[src/rtl/alu_pkg.sv]
`default_nettype none
// +----------------------------------------------------------------------+
// | alu_pkg : ALU op codes, MIPS opcode/funct constants, sequencer states |
// | Rev 1.0                                                               |
// +----------------------------------------------------------------------+
package alu_pkg;

    localparam logic [3:0] ALU_ADDU = 4'b0000;
    localparam logic [3:0] ALU_SUBU = 4'b0001;
    localparam logic [3:0] ALU_ADD  = 4'b0010;
    localparam logic [3:0] ALU_SUB  = 4'b0011;
    localparam logic [3:0] ALU_AND  = 4'b0100;
    localparam logic [3:0] ALU_OR   = 4'b0101;
    localparam logic [3:0] ALU_XOR  = 4'b0110;
    localparam logic [3:0] ALU_NOR  = 4'b0111;
    localparam logic [3:0] ALU_LUI  = 4'b1000;
    localparam logic [3:0] ALU_SLTU = 4'b1010;
    localparam logic [3:0] ALU_SLT  = 4'b1011;
    localparam logic [3:0] ALU_SRA  = 4'b1100;
    localparam logic [3:0] ALU_SRL  = 4'b1101;
    localparam logic [3:0] ALU_SLL  = 4'b1110;

    localparam logic [5:0] OP_RTYPE = 6'h00;
    localparam logic [5:0] OP_ADDI  = 6'h08;
    localparam logic [5:0] OP_ADDIU = 6'h09;
    localparam logic [5:0] OP_SLTI  = 6'h0A;
    localparam logic [5:0] OP_SLTIU = 6'h0B;
    localparam logic [5:0] OP_ANDI  = 6'h0C;
    localparam logic [5:0] OP_ORI   = 6'h0D;
    localparam logic [5:0] OP_XORI  = 6'h0E;
    localparam logic [5:0] OP_LUI   = 6'h0F;

    localparam logic [5:0] FN_SLL  = 6'h00;
    localparam logic [5:0] FN_SRL  = 6'h02;
    localparam logic [5:0] FN_SRA  = 6'h03;
    localparam logic [5:0] FN_ADD  = 6'h20;
    localparam logic [5:0] FN_ADDU = 6'h21;
    localparam logic [5:0] FN_SUB  = 6'h22;
    localparam logic [5:0] FN_SUBU = 6'h23;
    localparam logic [5:0] FN_AND  = 6'h24;
    localparam logic [5:0] FN_OR   = 6'h25;
    localparam logic [5:0] FN_XOR  = 6'h26;
    localparam logic [5:0] FN_NOR  = 6'h27;
    localparam logic [5:0] FN_SLT  = 6'h2A;
    localparam logic [5:0] FN_SLTU = 6'h2B;

    typedef enum logic [1:0] {
        ST_IDLE   = 2'd0,
        ST_DECODE = 2'd1,
        ST_EXEC   = 2'd2,
        ST_WB     = 2'd3
    } state_t;

endpackage
`default_nettype wire

[src/rtl/alu_decode.sv]
`default_nettype none
// +----------------------------------------------------------------------+
// | alu_decode : maps a MIPS instruction to ALU op, operands and rd       |
// | Rev 1.0                                                               |
// +----------------------------------------------------------------------+
module alu_decode
    import alu_pkg::*;
#(
    parameter int DATA_W = 32
) (
    input  logic [31:0]       instr,
    input  logic [DATA_W-1:0] rs_data,
    input  logic [DATA_W-1:0] rt_data,
    output logic [3:0]        op,
    output logic [DATA_W-1:0] a,
    output logic [DATA_W-1:0] b,
    output logic [4:0]        rd,
    output logic              illegal
);

    logic [5:0]        opcode;
    logic [5:0]        funct;
    logic [DATA_W-1:0] imm_sext;
    logic [DATA_W-1:0] imm_zext;
    logic [DATA_W-1:0] shamt_zext;
    logic              unused_rs_field;

    assign opcode          = instr[31:26];
    assign funct           = instr[5:0];
    assign imm_sext        = {{(DATA_W-16){instr[15]}}, instr[15:0]};
    assign imm_zext        = {{(DATA_W-16){1'b0}}, instr[15:0]};
    assign shamt_zext      = {{(DATA_W-5){1'b0}}, instr[10:6]};
    // rs arrives already read from the register file
    assign unused_rs_field = ^instr[25:21];

    always_comb begin
        op      = ALU_ADDU;
        a       = rs_data;
        b       = rt_data;
        rd      = instr[15:11];
        illegal = 1'b0;
        if (opcode == OP_RTYPE) begin
            case (funct)
                FN_ADD:  op = ALU_ADD;
                FN_ADDU: op = ALU_ADDU;
                FN_SUB:  op = ALU_SUB;
                FN_SUBU: op = ALU_SUBU;
                FN_AND:  op = ALU_AND;
                FN_OR:   op = ALU_OR;
                FN_XOR:  op = ALU_XOR;
                FN_NOR:  op = ALU_NOR;
                FN_SLT:  op = ALU_SLT;
                FN_SLTU: op = ALU_SLTU;
                FN_SLL: begin op = ALU_SLL; a = shamt_zext; end
                FN_SRL: begin op = ALU_SRL; a = shamt_zext; end
                FN_SRA: begin op = ALU_SRA; a = shamt_zext; end
                default: illegal = 1'b1;
            endcase
        end else begin
            rd = instr[20:16];
            case (opcode)
                OP_ADDI:  begin op = ALU_ADD;  b = imm_sext; end
                OP_ADDIU: begin op = ALU_ADDU; b = imm_sext; end
                OP_SLTI:  begin op = ALU_SLT;  b = imm_sext; end
                OP_SLTIU: begin op = ALU_SLTU; b = imm_sext; end
                OP_ANDI:  begin op = ALU_AND;  b = imm_zext; end
                OP_ORI:   begin op = ALU_OR;   b = imm_zext; end
                OP_XORI:  begin op = ALU_XOR;  b = imm_zext; end
                OP_LUI:   begin op = ALU_LUI;  b = imm_zext; end
                default:  illegal = 1'b1;
            endcase
        end
    end

endmodule
`default_nettype wire

[src/rtl/alu_issue_ctrl.sv]
`default_nettype none
// +----------------------------------------------------------------------+
// | alu_issue_ctrl : accept/decode/execute/writeback sequencer for ALU    |
// | Rev 1.0                                                               |
// +----------------------------------------------------------------------+
module alu_issue_ctrl
    import alu_pkg::*;
#(
    parameter int DATA_W = 32
) (
    input  logic              clk,
    input  logic              rst_n,
    input  logic              in_valid,
    output logic              in_ready,
    input  logic [31:0]       instr,
    input  logic [DATA_W-1:0] rs_data,
    input  logic [DATA_W-1:0] rt_data,
    output logic [DATA_W-1:0] alu_a,
    output logic [DATA_W-1:0] alu_b,
    output logic [3:0]        alu_op,
    input  logic [DATA_W-1:0] alu_result,
    input  logic              alu_zero,
    input  logic              alu_carry,
    input  logic              alu_negative,
    output logic              wb_valid,
    input  logic              wb_ready,
    output logic [4:0]        wb_rd,
    output logic [DATA_W-1:0] wb_data,
    output logic              wb_we,
    output logic              illegal,
    output logic              flag_z,
    output logic              flag_c,
    output logic              flag_n
);

    state_t            state;
    state_t            state_nxt;
    logic [31:0]       instr_q;
    logic [DATA_W-1:0] rs_q;
    logic [DATA_W-1:0] rt_q;
    logic [DATA_W-1:0] z_q;
    logic [3:0]        dec_op;
    logic [DATA_W-1:0] dec_a;
    logic [DATA_W-1:0] dec_b;
    logic [4:0]        dec_rd;
    logic              dec_illegal;

    alu_decode #(.DATA_W(DATA_W)) u_decode (
        .instr   (instr_q),
        .rs_data (rs_q),
        .rt_data (rt_q),
        .op      (dec_op),
        .a       (dec_a),
        .b       (dec_b),
        .rd      (dec_rd),
        .illegal (dec_illegal)
    );

    always_ff @(posedge clk or negedge rst_n) begin
        if (!rst_n) state <= ST_IDLE;
        else        state <= state_nxt;
    end

    always_comb begin
        state_nxt = state;
        case (state)
            ST_IDLE:   if (in_valid) state_nxt = ST_DECODE;
            ST_DECODE: state_nxt = dec_illegal ? ST_WB : ST_EXEC;
            ST_EXEC:   state_nxt = ST_WB;
            ST_WB:     if (wb_ready) state_nxt = ST_IDLE;
            default:   state_nxt = ST_IDLE;
        endcase
    end

    always_comb begin
        in_ready = (state == ST_IDLE);
        wb_valid = (state == ST_WB);
    end

    always_ff @(posedge clk or negedge rst_n) begin
        if (!rst_n) begin
            instr_q <= '0;
            rs_q    <= '0;
            rt_q    <= '0;
            alu_op  <= ALU_ADDU;
            alu_a   <= '0;
            alu_b   <= '0;
            wb_rd   <= '0;
            wb_we   <= 1'b0;
            illegal <= 1'b0;
            z_q     <= '0;
            flag_z  <= 1'b0;
            flag_c  <= 1'b0;
            flag_n  <= 1'b0;
        end else begin
            // operands are sampled only on the accepting edge
            if (state == ST_IDLE && in_valid) begin
                instr_q <= instr;
                rs_q    <= rs_data;
                rt_q    <= rt_data;
            end
            if (state == ST_DECODE) begin
                alu_op  <= dec_op;
                alu_a   <= dec_a;
                alu_b   <= dec_b;
                wb_rd   <= dec_rd;
                illegal <= dec_illegal;
                wb_we   <= !dec_illegal && (dec_rd != 5'd0);
            end
            if (state == ST_EXEC) begin
                z_q    <= alu_result;
                flag_z <= alu_zero;
                flag_c <= alu_carry;
                flag_n <= alu_negative;
            end
        end
    end

    assign wb_data = z_q;

endmodule
`default_nettype wire

[config.mk]
export PLATFORM = sky130hd
export DESIGN_NAME = alu_issue_ctrl
export DESIGN_NICKNAME = d
export VERILOG_FILES = /design/src/rtl/alu_pkg.sv /design/src/rtl/alu_decode.sv /design/src/rtl/alu_issue_ctrl.sv
export SDC_FILE = /design/constraint.sdc
export NUM_CORES = 1
export LEC_CHECK = 0
export CAP_MARGIN = 20
export CORE_UTILIZATION = 45
export CTS_CLUSTER_SIZE = 10
export DETAILED_ROUTE_END_ITERATION = 10
export GPL_ROUTABILITY_DRIVEN = 0
export PLACE_DENSITY = 0.87
export SLEW_MARGIN = 25
export SYNTH_ARGS = -nofsm -noshare
export SYNTH_HDL_FRONTEND = slang
export SYNTH_HIERARCHICAL = 1
export SYNTH_SLANG_ARGS = --single-unit
[constraint.sdc]
create_clock -name clk -period 2.8 [get_ports clk]
set_input_delay 0.7 -clock clk [delete_from_list [all_inputs] [get_ports clk]]
set_output_delay 0.7 -clock clk [all_outputs]
set_load 0.005 [all_outputs]
==> summary.txt <==
Status = completed
Worst-Skew Late Latency = 500 ps
Post-DP HPWL = 14000 um
VDD IR max = 0.611 mV
Remaining DRCs = 0
Hold Vio Cnt, Final = 0
Setup TNS Final = 0 ps
Core area = 18800 um^2
Reg power frac = 38.1%
Worst Path Max Fanout = 4
P&R area growth vs syn = 39.0%
GRT Residual Overflow = 0
Cts hold-fix bufs = 0
Switching Fraction = 29.3%
Syn Nets = 758
Mean Syn Cell Area = 14.0 um^2
FP Rows = 50
Critical path's slowest cell = clkdlybuf4s50_1
Final Critical Period = 2590 ps
HP Class = input pin to asynchronous set/reset pin
Final Setup Violations = 0
Max-slew headroom = 42.2%
CP startpoint kind = flip-flop
CP required = 2100 ps
Mapped Cells = 619
Max Clock Skew = 8.76 ps
Vias in the first global route = 6153
Crit share post-route = 92.5%
Crit-path cells = inv_1 -> ha_1 -> clkdlybuf4s50_1
GRT Util Overall = 20.6%
Setup CP Type = flip-flop to output port
DR vias/cell = 5.00
CP max stage delay = 560 ps
Fill count = 1401
CTS resizes = 0
Fin area = 12100 um^2
DRT Pass-1 Iters = 4
Chip width = 141 um
Initial Utilization = 46.2%
Unrepaired setup endpoints after global routing = no
Chip height = 141 um
Static Leakage = 5.32 nW
Min Hold Slack = 192 ps
Root buffer cell = clkbuf_16
RR Startpoint = instr_q[0]$_DFFE_PN0P_
Worst-Margin Slew = 865 ps
Clk pwr share = 19.2%
Clock Path Buffers = 3
Total of max-cap violations = 0
DR iter-0 viols = 157
Pint = 10.0 mW
Clock sinks = 203
Psw = 4.15 mW
Fin nets = 1003
Antenna violations before repair = 1
Syn Std Cell Area = 8690 um^2
Total number of vias = 5646
# IOs = 247
DP Area = 11400 um^2
CTS buffer count = 24
Max Slew Vio Count = 0
Clock edge transition at the registers on the reported setup and hold paths = 60 ps
Comb power frac = 42.7%
Worst path bufs/invs = 2
CP endpoint kind = output port
Crit path from = state[0]$_DFFE_PN0P_
Fmax = 0.386 GHz
Routed length per instance = 18.0 um
Wirelength, routed = 20400 um
Number of port buffers = 241
Arrival time worst endpoint = 1890 ps
Die area = 19900 um^2
CTS tree = yes
Critical path's top delay family = buffers and inverters
Yosys warning count = 6
Post-CTS Setup Bufs = 0
First-pass GRT wire length = 32300 um
Post-route ant nets = 0
Largest net degree at the start of global routing = 62
PwrDens = 1170 nW/um^2
H-tree depth = 1
Share of cells above drive strength 1 = 30.3%
## stage by stage
step                power [mW]  setup WS (ps)  utilization, %  cells
finish                    14.2            210            64.1   1130
global route              15.0            128            64.1   1129
CTS                       14.3            177            64.1   1129
detailed placement        11.5            425            60.6   1098
global placement          11.2            462            60.6   1098
floorplan                 8.74            567               -    619
## layout by cell type, fill, tap and decap left out, types with 2 or more instances in the layout
cell type and instances:
clkdlybuf4s50_1 240, dfrtp_1 203, mux2_2 173, nand2_1 84, mux2_4 38, clkbuf_16 25, and2_1 24, o21ai_0 8
buf_12 7, nor2_1 6, buf_4 6, inv_1 5, clkbuf_1 5, and2_2 4, nand2b_1 3, nor3_1 3
a21oi_1 3, ha_1 3, nand3_1 3, clkbuf_8 2, o41ai_1 2, nor2b_1 2, a31oi_1 2
## layer usage
metal	vias up	wire, um	GRT usage, %	share of wire [%]
li1	2610	-	-	-
met1	2823	8230	24.6	40
met2	171	10100	36.0	50
met3	42	1530	6.62	7.5
met4	0	481	5.15	2.4
met5	-	0	0	0
## registers in the layout (all words and copies together) (netlist names), 2 cells and up
name / cells
rs_q: 32
alu_op: 4
wb_data: 32
alu_a: 32
instr_q: 27
state: 2
rt_q: 32
wb_rd: 5
alu_b: 32
## power groups by stage
| stage | clock network (mW) | logic [mW] | registers, mW |
|---|---|---|---|
| after global routing | 2.90 | 6.54 | 5.58 |
| after global placement | 0 | 5.89 | 5.33 |
| final | 2.71 | 6.05 | 5.39 |
| after floorplan | 0 | 3.50 | 5.24 |
| after detailed placement | 0 | 6.10 | 5.43 |
| after CTS | 2.79 | 6.13 | 5.40 |
## layout make-up
class	instances	area (um^2)	area share, %
antenna	1	2.50	0.0207
multi-input combinational	376	3390	28.1
clock buffer	31	658	5.45
inverter	5	18.8	0.155
tap	260	325	2.69
sequential	203	5080	42.1
timing repair buffer	254	2600	21.5
## worst paths after layout
check	to	slack (ps)	depth (start not counted)
worst min register to register	rs_q[16]$_DFFE_PN0P_	490	1
worst max-delay path	in_ready	210	3
worst max register to register	alu_a[2]$_DFFE_PN0N_	430	5
worst min-delay path	wb_data[18]$_DFFE_PN0N_	190	1
max in group asynchronous	alu_a[19]$_DFFE_PN0N_	1930	2
min in group clk	rs_q[16]$_DFFE_PN0P_	490	1
No activity file was read; power rests on OpenSTA's default activity.
